==> src/rtl/traffic_sequencer.sv <==
// Timing-state sequencer feeding the traffic-light decoder: tick prescaler, per-state dwell,
// pedestrian latch, fault all-red. Optional preempt input compiled in with TRAFFIC_PREEMPT_EN.
module traffic_sequencer #(
  parameter int CLK_PER_TICK     = 4,
  parameter int GREEN_STEP_TICKS = 2,
  parameter int YELLOW_TICKS     = 3,
  parameter int WALK_TICKS       = 4,
  parameter int ALLRED_TICKS     = 2
) (
  input  logic       clk,
  input  logic       rst_n,
  input  logic       enable,
  input  logic       fault,
`ifdef TRAFFIC_PREEMPT_EN
  input  logic       preempt,
`endif
  input  logic       ped_req,
  output logic [3:0] timing_state,
  output logic       ped_ack,
  output logic       cycle_done
);

  typedef enum logic [3:0] {
    S_NSG0   = 4'd0,
    S_NSG1   = 4'd1,
    S_NSG2   = 4'd2,
    S_NSG3   = 4'd3,
    S_NSY    = 4'd4,
    S_EWG0   = 4'd5,
    S_EWG1   = 4'd6,
    S_EWG2   = 4'd7,
    S_EWG3   = 4'd8,
    S_EWY    = 4'd9,
    S_WALK   = 4'd10,
    S_ALLRED = 4'd15
  } state_t;

  state_t      r_state;
  logic [15:0] r_presc;
  logic [7:0]  r_dwell;
  logic        r_pedLatch;
  logic        r_pedAck;
  logic        r_cycleDone;

  state_t      w_next;
  logic        w_tick;

  // Dwell counter reload value for a state being entered (counts down to zero, inclusive).
  function automatic logic [7:0] dwellLoad(input state_t s);
    case (s)
      S_NSY, S_EWY: dwellLoad = 8'(YELLOW_TICKS - 1);
      S_WALK:       dwellLoad = 8'(WALK_TICKS - 1);
      S_ALLRED:     dwellLoad = 8'(ALLRED_TICKS - 1);
      default:      dwellLoad = 8'(GREEN_STEP_TICKS - 1);
    endcase
  endfunction

  assign w_tick = (r_presc == 16'(CLK_PER_TICK - 1));

  always_comb begin
    w_next = S_ALLRED;
    case (r_state)
      S_NSG0:   w_next = S_NSG1;
      S_NSG1:   w_next = S_NSG2;
      S_NSG2:   w_next = S_NSG3;
      S_NSG3:   w_next = S_NSY;
      S_NSY:    w_next = S_EWG0;
      S_EWG0:   w_next = S_EWG1;
      S_EWG1:   w_next = S_EWG2;
      S_EWG2:   w_next = S_EWG3;
      S_EWG3:   w_next = S_EWY;
      S_EWY:    w_next = r_pedLatch ? S_WALK : S_NSG0;
      S_WALK:   w_next = S_NSG0;
      S_ALLRED: w_next = S_NSG0;
      default:  w_next = S_ALLRED;
    endcase
  end

  always_ff @(posedge clk) begin
    if (!rst_n) begin
      r_state     <= S_ALLRED;
      r_presc     <= 16'd0;
      r_dwell     <= 8'(ALLRED_TICKS - 1);
      r_pedLatch  <= 1'b0;
      r_pedAck    <= 1'b0;
      r_cycleDone <= 1'b0;
    end else begin
      r_pedAck    <= 1'b0;
      r_cycleDone <= 1'b0;
      if (ped_req && r_state != S_WALK)
        r_pedLatch <= 1'b1;

      // Holding the counters at their entry values during fault makes release behave like reset release.
      if (fault) begin
        r_state <= S_ALLRED;
        r_presc <= 16'd0;
        r_dwell <= 8'(ALLRED_TICKS - 1);
      end
`ifdef TRAFFIC_PREEMPT_EN
      else if (preempt && r_state != S_NSY && r_state != S_EWY) begin
        r_presc <= 16'd0;
        case (r_state)
          S_NSG0, S_NSG1, S_NSG2, S_NSG3: begin
            r_state <= S_NSY;
            r_dwell <= 8'(YELLOW_TICKS - 1);
          end
          S_EWG0, S_EWG1, S_EWG2, S_EWG3: begin
            r_state <= S_EWY;
            r_dwell <= 8'(YELLOW_TICKS - 1);
          end
          default: begin
            r_state <= S_ALLRED;
            r_dwell <= 8'(ALLRED_TICKS - 1);
          end
        endcase
      end else if (preempt) begin
        if (enable) begin
          r_presc <= w_tick ? 16'd0 : r_presc + 16'd1;
          if (w_tick) begin
            if (r_dwell == 8'd0) begin
              r_state <= S_ALLRED;
              r_dwell <= 8'(ALLRED_TICKS - 1);
            end else begin
              r_dwell <= r_dwell - 8'd1;
            end
          end
        end
      end
`endif
      else if (enable) begin
        r_presc <= w_tick ? 16'd0 : r_presc + 16'd1;
        if (w_tick) begin
          if (r_dwell == 8'd0) begin
            r_state     <= w_next;
            r_dwell     <= dwellLoad(w_next);
            r_pedAck    <= (w_next == S_WALK);
            r_cycleDone <= (w_next == S_NSG0) && (r_state == S_EWY || r_state == S_WALK);
            // Placed after the set above so the clear wins on the 9->10 edge.
            if (r_state == S_EWY && w_next == S_WALK)
              r_pedLatch <= 1'b0;
          end else begin
            r_dwell <= r_dwell - 8'd1;
          end
        end
      end
    end
  end

  assign timing_state = r_state;
  assign ped_ack      = r_pedAck;
  assign cycle_done   = r_cycleDone;

endmodule

==> config.mk <==
export PLATFORM = sky130hd
export DESIGN_NAME = traffic_sequencer
export DESIGN_NICKNAME = d
export VERILOG_FILES = /design/src/rtl/traffic_sequencer.sv
export SDC_FILE = /design/constraint.sdc
export NUM_CORES = 1
export LEC_CHECK = 0
export CORE_MARGIN = 2
export CORE_UTILIZATION = 50
export CTS_CLUSTER_DIAMETER = 50
export DETAILED_ROUTE_END_ITERATION = 10
export GPL_TIMING_DRIVEN = 1
export PLACE_DENSITY = 0.73
export SLEW_MARGIN = 5
export SYNTH_ARGS = -nofsm -noshare
export SYNTH_HDL_FRONTEND = slang
export SYNTH_SLANG_ARGS = --single-unit
export TNS_END_PERCENT = 50
==> constraint.sdc <==
create_clock -name clk -period 5.35 [get_ports clk]
set_input_delay 1.07 -clock clk [delete_from_list [all_inputs] [get_ports clk]]
set_output_delay 1.07 -clock clk [all_outputs]
set_load 0.03 [all_outputs]
==> reports/results.ini <==
[synthesis]
ys_seq_elements=31
yosysTopAreaCell=dfxtp_1
synth_xor_area_frac=0.0885
netlist-cell-type-count=43
synthTopCellsByArea=dfxtp_1 39%, nor2_1 7.6%, xor2_1 6.6%
synthMuxAreaShare=0.0126
synth_top_area_frac=0.392
syn_area_um2=1580
synthSimpleGateAreaFrac=0.325
synth_top_family_by_area=simple AND/OR/NAND/NOR gates
yosys_warnings=0
synthAdderAreaFrac=0.0237
synth-compound-area-share=0.111
synth-seq-area-share=0.392
syn_avg_cell_area_um2=8.25
synth_nets=200
synth_cells=192

[timing]
hold_violations=0
skew_ns=0.0119
tns_ns=0
setup_viol=0
fmax_mhz=341
rsz0062_at_grt=false
slew_headroom=0.557
post-route-period-util=0.548
finalCriticalPeriod_ns=2.93
worst_pin_slew_ns=0.662
maxSlewViolCount=0

[worst_setup_path]
cp-start-kind=primary input
cp_max_fo=17
crit_start=enable
rrSetupSlack_ns=3.03
crit_required_ns=5.62
reg2reg_from=r_dwell[2]
cp.arrival_ns=3.20
cp-end-kind=register
crit_type=primary input to register

[route]
vias_per_cell=5.51
avgRoutedWirePerCell_um=12.4
wl_met2_um=1440
drc=0
drt-met1-wl_um=1360
wl_um=2990
dr_wl_met3_um=146
drtPass1Iterations=4
drt-initial-drc-count=86
ant_nets=0
num_vias=1333
route.top_layer_used=met4

[pwr]
p_total_uw=436
p_leak_nw=0.646
powerDensity_nw_per_um2=247
ir_drop_mv=0.245

[clocking]
cts_hold_buf=0
worstSkewPairLatency_ns=0.33
htreeDepth=2
clk_path_buf_depth=2
clock_sinks=31
cts_tree=done
numCtsBuffers=5
cts_root_buffer=clkbuf_4
cts_resized=0
post-cts-setup-buffers=0
cts.clk_slew.worst_paths_ns=0.10

[placed_design]
dp.final_hpwl_um=2090
placedCellCount=234
gp_congestion=0.839
port_buffers=10

[grt]
grt_antenna_before_repair=0
grt_pass1_vias=1236
overflow=0
grt_max_degree=18
track_usage=0.192
grt_pass1_wl_um=5210

[min_path]
hold_path_class=register to register
hold_path.startpoint=r_dwell[5]

[outcome]
status=complete, no violations

[floorplanning]
rows=20
start_util=0.523
die_w_um=60.3
pin_count=11
die_h_um=60.3
core_area_um2=3030
dieArea_um2=3630

[job]
drv_cap=0

[cells_and_area]
nets=205
utilization=0.584
drive_gt1_frac=0.0808
areaGrowthSynthToFinish_pct=11.7
diodes=0
instances_no_fill=242

==> layout by cell type, fill, tap and decap left out, drive strengths merged, types with 2 or more instances in the layout <==
master         instances
nor2                  32
dfxtp                 31
nand2                 15
xor2                  12
clkdlybuf4s50         10
nand3                  9
a21oi                  9
o21ai                  8
nand4                  7
clkbuf                 6
inv                    5
xnor2                  4
nor3                   4
or3                    4
nor4                   3
and4                   3
nor2b                  3
nand2b                 3
and3                   3
ha                     3
and2                   3
mux2i                  2
o31ai                  2
nor4b                  2
==> synthesized netlist by cell type <==
master and n:
a2111oi_2 1, a211o_1 1, a211oi_1 1, a21boi_0 1, a21oi_1 9, a2bb2oi_1 1, a31oi_1 1, and2_0 1
and2_1 1, and2_2 1, and3_1 3, and4_1 3, and4b_1 1, buf_2 3, buf_6 1, clkbuf_1 8
dfxtp_1 31, ha_1 3, inv_1 5, mux2i_1 2, nand2_1 15, nand2b_1 3, nand3_1 9, nand3b_1 1
nand4_1 7, nand4b_1 1, nor2_1 32, nor2b_1 3, nor3_1 4, nor4_1 3, nor4b_1 1, nor4b_4 1
nor4bb_1 1, o21ai_0 7, o21ai_2 1, o22a_1 1, o31a_1 1, o31ai_1 2, or3_1 1, or3_2 3
or4_4 1, xnor2_1 4, xor2_1 12
==> state kept, by name, summed over array words and instances, names as in the netlist <==
register	count
timing_state	4
r_pedLatch	1
r_dwell	8
cycle_done	1
ped_ack	1
r_presc	16
==> report_power, final <==
| part | leakage [nW] | internal [mW] | switching [mW] |
|---|---|---|---|
| Clock | 0.0482 | 0.110 | 0.0818 |
| Combinational | 0.347 | 0.00492 | 0.00626 |
| Sequential | 0.250 | 0.232 | 0.00127 |
| Total | 0.646 | 0.347 | 0.0893 |
==> cells by family after synthesis <==
group,Yosys count
simple gates,96
flops,31
compound gates,27
buf+inv,17
xor+xnor,16
fa+ha+maj,3
mux,2
==> worst max-delay path, stage by stage <==
cell and delay [ns]:
clkdlybuf4s50_1 0.59, nor4bb_1 0.22, and4_1 0.52, nand4_1 0.18, or3_2 0.47, a21oi_1 0.14
==> path summary, 6_finish.rpt <==
kind	endpoint	cells past startpoint
max	r_dwell[6]	6
min	r_dwell[5]	2
max reg2reg	timing_state[1]	5
min reg2reg	r_dwell[5]	2
==> through the flow <==
stage / area [um2] / hold slack (ns) / worst slack, ns
floorplan: 1580 / 0.453 / 3.05
global route: 1770 / 0.541 / 2.25
detailed placement: 1680 / 0.480 / 2.09
finish: 1770 / 0.494 / 2.42
CTS: 1770 / 0.495 / 2.44
global placement: 1680 / 0.467 / 2.16
==> final cells by class <==
class	instances	area (um2)
Fill cell	258	1260
Clock inverter	2	35.0
Sequential cell	31	621
Tap cell	44	55.1
Timing Repair Buffer	10	100
Inverter	5	18.8
Clock buffer	6	51.3
Multi-Input combinational cell	144	888
==> routing by layer <==
| layer | vias up | global-route usage |
|---|---|---|
| met5 | - | 0 |
| met4 | 0 | 0.0857 |
| met3 | 8 | 0.0628 |
| met2 | 36 | 0.309 |
| met1 | 607 | 0.230 |
| li1 | 682 | - |
Power figures use the tool's default switching activity.
